$ cat config.mk
export PLATFORM = sky130hd
export DESIGN_NAME = pipe_hazard_ctrl
export DESIGN_NICKNAME = d
export VERILOG_FILES = /design/src/rtl/pipe_hazard_ctrl_pkg.sv /design/src/rtl/hazard_match.sv /design/src/rtl/pipe_hazard_ctrl.sv
export SDC_FILE = /design/constraint.sdc
export NUM_CORES = 1
export LEC_CHECK = 0
export ABC_CLOCK_PERIOD_IN_PS = 3900
export CORE_UTILIZATION = 40
export CTS_BUF_LIST = sky130_fd_sc_hd__clkbuf_2
export DETAILED_ROUTE_END_ITERATION = 6
export PLACE_DENSITY = 0.66
export SKIP_CTS_REPAIR_TIMING = 1
export SLEW_MARGIN = 20
export SYNTH_ARGS = -nofsm -noshare
export SYNTH_HDL_FRONTEND = slang
export SYNTH_HIERARCHICAL = 1
export SYNTH_SLANG_ARGS = --single-unit
$ cat constraint.sdc
create_clock -name clk -period 3.9 [get_ports clk]
set_input_delay 0.78 -clock clk [delete_from_list [all_inputs] [get_ports clk]]
set_output_delay 0.78 -clock clk [all_outputs]
set_load 0.02 [all_outputs]
$ cat src/rtl/pipe_hazard_ctrl_pkg.sv
// Shared types and defaults for the pipeline hazard controller: scoreboard entry,
// forward-select encoding and the operand match rule.
package pipe_hazard_ctrl_pkg;

  localparam int DEPTH_DEF      = 3;
  localparam int LOAD_STAGE_DEF = 2;
  localparam int MD_LAT_DEF     = 8;

  localparam int RDY_W    = 3;  // holds a stage number up to 6
  localparam int MD_CNT_W = 6;  // holds a latency up to 32
  localparam int SEL_RF   = 0;  // forward select: take the register file

  typedef struct packed {
    logic             valid;
    logic [4:0]       dst;
    logic             regwrite;
    logic [RDY_W-1:0] rdy;      // first stage whose end makes the result forwardable
  } entry_t;

  function automatic logic entry_match(input entry_t e, input logic [4:0] r);
    return e.valid && e.regwrite && (e.dst == r) && (r != 5'd0);
  endfunction

endpackage

$ cat src/rtl/hazard_match.sv
// Priority match of one source operand against the in-flight producers: picks the
// youngest producer for forwarding and flags a producer that is not ready in time.
module hazard_match
  import pipe_hazard_ctrl_pkg::*;
#(
  parameter int DEPTH = DEPTH_DEF,
  parameter int FSW   = $clog2(DEPTH + 1),
  parameter int MIN_K = 1
) (
  input  entry_t         ent_i [1:DEPTH],
  input  logic [4:0]     reg_i,
  input  logic           used_i,
  input  logic           need_now_i,  // operand consumed in this stage rather than the next
  output logic [FSW-1:0] sel_o,
  output logic           stall_o
);

  always_comb begin
    // NOTE: every output gets a default before the loop so no path leaves it unassigned (no latch).
    sel_o   = FSW'(SEL_RF);
    stall_o = 1'b0;
    // Scan oldest to youngest so the youngest match overwrites the select last.
    for (int k = DEPTH; k >= MIN_K; k--) begin
      if (entry_match(ent_i[k], reg_i)) begin
        sel_o = (k > int'(ent_i[k].rdy)) ? FSW'(k - 1) : FSW'(SEL_RF);
        if (used_i && ((need_now_i ? k : k + 1) <= int'(ent_i[k].rdy))) stall_o = 1'b1;
      end
    end
  end

endmodule

$ cat src/rtl/pipe_hazard_ctrl.sv
// Pipeline hazard controller: tracks in-flight writers, resolves ID/EX forwarding,
// stalls ID on late data or a busy multiply/divide unit, and flushes IF/ID on taken branches.
module pipe_hazard_ctrl
  import pipe_hazard_ctrl_pkg::*;
#(
  parameter int DEPTH      = DEPTH_DEF,
  parameter int LOAD_STAGE = LOAD_STAGE_DEF,
  parameter int MD_LAT     = MD_LAT_DEF,
  parameter int FSW        = $clog2(DEPTH + 1)
) (
  input  logic           clk,
  input  logic           rst,
  input  logic           id_valid,
  input  logic [4:0]     id_rs,
  input  logic [4:0]     id_rt,
  input  logic           id_rs_used,
  input  logic           id_rt_used,
  input  logic [4:0]     id_dst,
  input  logic           id_regwrite,
  input  logic           id_load,
  input  logic           id_branch,
  input  logic           branch_taken,
  input  logic           id_md_start,
  input  logic           id_md_read,
  output logic           pc_en,
  output logic           ifid_en,
  output logic           ifid_flush,
  output logic           idex_bubble,
  output logic [FSW-1:0] fwd_rs_id,
  output logic [FSW-1:0] fwd_rt_id,
  output logic [FSW-1:0] fwd_rs_ex,
  output logic [FSW-1:0] fwd_rt_ex,
  output logic           md_busy,
  output logic [15:0]    stall_cnt
);

  entry_t              ent_q [1:DEPTH];
  entry_t              ent_d;
  logic [4:0]          ex_rs_q, ex_rt_q;
  logic                ex_rs_used_q, ex_rt_used_q;
  logic [MD_CNT_W-1:0] md_cnt_q, md_cnt_d;
  logic [15:0]         stall_cnt_q, stall_cnt_d;
  logic                rs_id_stall, rt_id_stall, rs_ex_late, rt_ex_late;
  logic                stall, issue;

  hazard_match #(.DEPTH(DEPTH), .FSW(FSW), .MIN_K(1)) u_rs_id (
    .ent_i(ent_q), .reg_i(id_rs), .used_i(id_rs_used), .need_now_i(id_branch),
    .sel_o(fwd_rs_id), .stall_o(rs_id_stall));
  hazard_match #(.DEPTH(DEPTH), .FSW(FSW), .MIN_K(1)) u_rt_id (
    .ent_i(ent_q), .reg_i(id_rt), .used_i(id_rt_used), .need_now_i(id_branch),
    .sel_o(fwd_rt_id), .stall_o(rt_id_stall));
  hazard_match #(.DEPTH(DEPTH), .FSW(FSW), .MIN_K(2)) u_rs_ex (
    .ent_i(ent_q), .reg_i(ex_rs_q), .used_i(ex_rs_used_q), .need_now_i(1'b1),
    .sel_o(fwd_rs_ex), .stall_o(rs_ex_late));
  hazard_match #(.DEPTH(DEPTH), .FSW(FSW), .MIN_K(2)) u_rt_ex (
    .ent_i(ent_q), .reg_i(ex_rt_q), .used_i(ex_rt_used_q), .need_now_i(1'b1),
    .sel_o(fwd_rt_ex), .stall_o(rt_ex_late));

  assign md_busy     = (md_cnt_q != '0);
  // The rst term keeps the control outputs benign while reset is held.
  assign stall       = rst & id_valid & (rs_id_stall | rt_id_stall |
                                         (md_busy & (id_md_read | id_md_start)));
  assign issue       = id_valid & ~stall;
  assign pc_en       = ~stall;
  assign ifid_en     = ~stall;
  assign idex_bubble = stall;
  assign ifid_flush  = rst & branch_taken & ~stall;
  assign stall_cnt   = stall_cnt_q;

  always_comb begin
    ent_d          = '0;
    ent_d.valid    = issue;
    ent_d.dst      = id_dst;
    ent_d.regwrite = id_regwrite;
    ent_d.rdy      = id_load ? RDY_W'(LOAD_STAGE) : RDY_W'(1);

    md_cnt_d = md_cnt_q;
    if (id_md_start && !stall) md_cnt_d = MD_CNT_W'(MD_LAT);
    else if (md_busy)          md_cnt_d = md_cnt_q - 1'b1;

    stall_cnt_d = stall_cnt_q;
    if (stall && stall_cnt_q != 16'hFFFF) stall_cnt_d = stall_cnt_q + 16'd1;
  end

  always_ff @(posedge clk or negedge rst) begin
    if (!rst) begin
      // NOTE: the scoreboard is reset, not left to power-up, so no stale producer can force a stall.
      for (int k = 1; k <= DEPTH; k++) ent_q[k] <= '0;
      ex_rs_q      <= '0;
      ex_rt_q      <= '0;
      ex_rs_used_q <= 1'b0;
      ex_rt_used_q <= 1'b0;
      md_cnt_q     <= '0;
      stall_cnt_q  <= '0;
    end else begin
      // NOTE: non-blocking updates let the shift read every old stage before any is overwritten.
      ent_q[1] <= ent_d;
      for (int k = 2; k <= DEPTH; k++) ent_q[k] <= ent_q[k-1];
      ex_rs_q      <= issue ? id_rs : 5'd0;
      ex_rt_q      <= issue ? id_rt : 5'd0;
      ex_rs_used_q <= issue & id_rs_used;
      ex_rt_used_q <= issue & id_rt_used;
      md_cnt_q     <= md_cnt_d;
      stall_cnt_q  <= stall_cnt_d;
    end
  end

  // An instruction admitted to EX must never find its producer still unready.
  a_ex_ready : assert property (@(posedge clk) disable iff (!rst) !(rs_ex_late | rt_ex_late));

endmodule

==> After elaboration in Yosys (flattened, before gate mapping) <==
Index checks and enable logic that the tools add are counted.
{ "word_totals": {"ff_bits": 59, "memories": 0, "out_inout_bits": 29, "word_cells": 114, "latchBits": 0, "mem_bits_rw": 0, "rom_bits": 0} }
{ "classes": {"div_mod_pow": 0, "eq_ne": 11, "order_cmp": 5, "multipliers": 0, "n_addsub": 2, "muxes": 32, "bitwise_logic": 10, "n_reduce_logical": 38, "shifts": 0} }
{ "op_table": {"columns": ["operator", "count"], "rows": [
  ["$eq A5 B5 Y1", 10],
  ["$logic_and A1 B1 Y1", 31],
  ["$mux W2", 13],
  ["$reduce_bool A5 Y1", 4],
  ["$add A16 B1 Y16 const B", 1],
  ["$ne A16 B16 Y1 const B", 1],
  ["$mux W1", 14],
  ["$mux W6", 2],
  ["$mux W5", 2],
  ["$and A1 B1 Y1", 6],
  ["$reduce_bool A6 Y1", 1],
  ["$sub A6 B1 Y6 const B", 1],
  ["$gt A2 B2 Y1 const A", 2],
  ["$le A2 B2 Y1", 2],
  ["$le A3 B2 Y1", 1],
  ["$mux W3", 1],
  ["$or A1 B1 Y1", 3],
  ["$reduce_bool A2 Y1", 1],
  ["$logic_not A1 Y1", 1],
  ["$not A1 Y1", 1]
]} }

==> Logic depth before layout (Yosys ltp) <==
{ "logic_depth": {"word_depth": 15, "ltp_mapped": 13, "depth_no_buf": 13} }

==> Hierarchy <==
Netlist, hierarchy kept.
{ "by_module_without_submodules": {"columns": ["mod", "seq_area_each_um2", "instances", "cells_each", "area_each_um2"], "rows": [
  ["pipe_hazard_ctrl", 1526.5, 1, 162, 2173.3],
  ["hazard_match at u_rs_ex ...", 0.0, 2, 39, 274.0],
  ["hazard_match at u_rt_id", 0.0, 1, 58, 436.7],
  ["hazard_match at u_rs_id", 0.0, 1, 56, 416.6]
]} }

==> Worst setup path after synthesis <==
OpenSTA, ideal clock, no wires.
{ "synth_path": {"path_kind": "input -> output", "from": "input port id_rs[1]", "to": "output port ifid_flush", "path_stages": 8, "t_required_ps": 3120, "path_buffers": 0, "arrival_time_ps": 2706, "setup_slack_ps": 414, "path_cell_list": "or4_1 > nor2_2 > or3_4 > o22ai_1 > a31o_1 > nor4_1 > a211o_1 > and3_1"} }
{ "synth_between": {"elab_chain_cells": 13, "word_cells_on_any_way": 20} }
{ "synth_rtl": {"columns": ["item", "line_no", "source"], "rows": [
  ["start: declaration", "pipe_hazard_ctrl.sv:14", "input logic [4:0] id_rs,"],
  ["$eq A5 B5 Y1", "pipe_hazard_ctrl_pkg.sv:21", "return e.valid && e.regwrite && (e.dst == r) && (r != 5'd0);"],
  ["$logic_and A1 B1 Y1 (2 in series)", "pipe_hazard_ctrl_pkg.sv:21", null],
  ["$mux W1", "hazard_match.sv:24", "if (entry_match(ent_i[k], reg_i)) begin"],
  ["$mux W1", "hazard_match.sv:26", "if (used_i && ((need_now_i ? k : k + 1) <= int'(ent_i[k].rdy))) stall_o = 1'b1;"],
  ["$mux W1", "hazard_match.sv:24", null],
  ["$mux W1", "hazard_match.sv:26", null],
  ["$mux W1 *", "hazard_match.sv:24", null],
  ["named net rs_id_stall", "pipe_hazard_ctrl.sv:43", "logic rs_id_stall, rt_id_stall, rs_ex_late, rt_ex_late;"],
  ["$or A1 B1 Y1 * (2 in series)", "pipe_hazard_ctrl.sv:61", "assign stall = rst & id_valid & (rs_id_stall | rt_id_stall |"],
  ["$and A1 B1 Y1 *", "pipe_hazard_ctrl.sv:61", null],
  ["$not A1 Y1 *", null, null],
  ["named net ifid_en", "pipe_hazard_ctrl.sv:26", "output logic ifid_en,"],
  ["$and A1 B1 Y1 *", "pipe_hazard_ctrl.sv:67", "assign ifid_flush = rst & branch_taken & ~stall;"],
  ["end: declaration", "pipe_hazard_ctrl.sv:27", "output logic ifid_flush,"]
]} }
The timed path passes the listed nets; every way through them passes the cells marked *.

==> Final worst setup path <==
{ "layout_path": {"from": "input port id_rt[0]", "to": "output port idex_bubble"} }
{ "layout_between": {"elab_chain_cells": 11, "word_cells_on_any_way": 18} }
{ "layout_rtl": {"columns": ["item", "line_no", "source"], "rows": [
  ["start: declaration", "pipe_hazard_ctrl.sv:15", "input logic [4:0] id_rt,"],
  ["$eq A5 B5 Y1", "pipe_hazard_ctrl_pkg.sv:21", null],
  ["$logic_and A1 B1 Y1 (2 in series)", "pipe_hazard_ctrl_pkg.sv:21", null],
  ["$mux W1", "hazard_match.sv:24", null],
  ["$mux W1", "hazard_match.sv:26", null],
  ["$mux W1", "hazard_match.sv:24", null],
  ["$mux W1", "hazard_match.sv:26", null],
  ["$mux W1 *", "hazard_match.sv:24", null],
  ["named net rt_id_stall", "pipe_hazard_ctrl.sv:43", null],
  ["$or A1 B1 Y1 * (2 in series)", "pipe_hazard_ctrl.sv:61", null],
  ["$and A1 B1 Y1 *", "pipe_hazard_ctrl.sv:61", null],
  ["end: declaration", "pipe_hazard_ctrl.sv:28", "output logic idex_bubble,"]
]} }
Marked as above.

==> impl_metrics.toml <==
[status]
outcome = "complete, no violations"

[detailed_routing]
initialDrtViolationCount = 112
dr.pass1.iters = 4
routed_wl_microns = 7500
wire_per_inst_microns = 14.3
drtAntennaViolNets = 0
drc = 0
route.vias.total = 2593
via_per_inst = 4.94

[placement]
placed_cells = 509
hpwlAfterDp_microns = 5600
io_buffers = 54
routabilityCongestion = 0.797

[clock_network]
cts_buffers = 9
h-tree-depth = 3
clk_latency_ns = 0.47
clock-root-buffer = "clkbuf_2"
cts_tree = "yes"
cts.sinks = 59
clkTransAtPathRegs_ns = 0.18
cts_max_path_buffers = 2

[floorplanning]
die_area_sq_um = 8570
initial_core_util_pct = 41.8
rows = 32
die_w_microns = 92.6
die_h_microns = 92.6
core_area_sq_um = 7850
io_pins = 55

[sta]
period_share_pct = 97.3
finalSetupViolCount = 0
clock_skew_ns = 0.0180
max_freq_mhz = 263
slew_headroom_pct = 51.1
worst_pin_slew_ns = 0.734
hold_viol = 0
slew_violations = 0
period_needed_ns = 3.80
setup_tns_ns = 0

[final_layout]
num-fill-cells = 726
antenna_cells = 0
syn_to_final_growth_pct = 32.1
finalNetCount = 458
final_cells = 525
drive_above_1_share_pct = 14.9
layout_commonest_cell = "dfrtp_1"
final_cell_mix = "dfrtp_1 (59), clkdlybuf4s50_1 (39), xnor2_1 (34)"

[synth]
synthCells = 317
synthesis.yosys.warnings = 6
postSynthAreaPerCell_sq_um = 10.4
syn_area_sq_um = 3280

[critical_path]
worst_path_dominant_cell_family = "buffers and inverters"
worstSetupEndpointType = "output pin"
path_max_fanout = 4
cp_common_cell = "buf_4"
max_stage_delay_ns = 0.50
path_buf_inv = 4
timing.critical_path.from_type = "input pin"
crit_slowest_cell = "clkdlybuf4s50_1"
worstPathArrival_ns = 3.02
path_cells = "clkdlybuf4s50_1 -> xor2_1 -> nor4_2 -> nand4_1 -> or2_1 -> o211ai_2 -> nor2_1 -> a211o_1 -> buf_4 -> inv_1 -> buf_4"
r2r_slack_ns = 0.91
cp.required_ns = 3.12
worstSetupPathType = "input pin to output pin"

[grt]
grt_use_total_pct = 19.2
grt_antenna_before_repair = 0
grt_pass1_vias = 2655
grt_pass1_wl_microns = 12600
overflow = 0
grt_start_max_net_pins = 61

[run]
drv_cap = 0

[power_and_ir_drop]
p_per_area_nw_per_um2 = 382
ir_drop_mv = 0.305
leakage_nw = 2.01

[worst_hold_path]
hold_class = "register to register"
==> final cells by class <==
class / count / area (sq um) / share of cell area [%]
Clock buffer: 10 / 50.0 / 1.15
Clock inverter: 6 / 80.1 / 1.85
Inverter: 22 / 82.6 / 1.90
Multi-Input combinational cell: 245 / 1760 / 40.6
Sequential cell: 59 / 1480 / 34.0
Tap cell: 102 / 128 / 2.94
Timing Repair Buffer: 81 / 762 / 17.6
==> power breakdown <==
group,leakage (nW),total (mW),internal (mW),switching (mW)
sequential,0.741,0.775,0.685,0.0899
clock,0.0786,0.441,0.210,0.230
combinational,1.19,0.441,0.226,0.215
total,2.01,1.66,1.12,0.535
==> worst register-to-register path: cells and delay by family (launching register included) <==
kind | cells | cell delay, ns
AO/OA/AOI/OAI | 5 | 1.16
buffers and inverters | 3 | 0.40
flip-flops | 1 | 0.50
AND/OR/NAND/NOR | 2 | 0.20
adder cells (fa/ha/maj) | 1 | 0.30
multiplexers | 1 | 0.33
==> layer usage <==
| metal | routed length, microns | track usage [%] | share of wire, % | vias up |
|---|---|---|---|---|
| li1 | - | - | - | 1276 |
| met1 | 3380 | 24.7 | 45 | 1232 |
| met2 | 3560 | 31.2 | 47 | 66 |
| met3 | 327 | 3.53 | 4.4 | 19 |
| met4 | 233 | 9.24 | 3.1 | 0 |
| met5 | 0 | 0 | 0 | - |
==> metrics by stage <==
step	util (%)	worst slack (ns)	hold WS (ns)	total power [mW]	instance area [sq um]
after floorplan	-	0.414	0.374	1.04	3330
after global placement	53.2	-0.482	0.381	1.22	4180
after detailed placement	53.2	-0.502	0.393	1.23	4180
after CTS	54.9	-0.570	0.427	1.68	4310
after global routing	55.3	-0.00790	0.423	1.76	4340
final	55.3	0.105	0.414	1.66	4340
==> path summary, 6_finish.rpt <==
check | start | end | depth (start not counted)
max | id_rt[0] | idex_bubble | 11
min | ent_q[21]$_DFF_PN0_ | ent_q[11]$_DFF_PN0_ | 0
max in group asynchronous | rst | stall_cnt[8]$_DFFE_PN0P_ | 2
min reg2reg | ent_q[21]$_DFF_PN0_ | ent_q[11]$_DFF_PN0_ | 0
max reg2reg | ent_q[1]$_DFF_PN0_ | stall_cnt[1]$_DFFE_PN0P_ | 12
min in group asynchronous | rst | md_cnt_q[5]$_DFFE_PN0P_ | 2
==> flip-flops by register name (all words and copies together) (netlist names) <==
| signal | flops |
|---|---|
| ex_rs_q | 5 |
| stall_cnt | 16 |
| ex_rt_q | 5 |
| md_cnt_q | 6 |
| ent_q | 27 |
(Power assumes the default switching activity.)
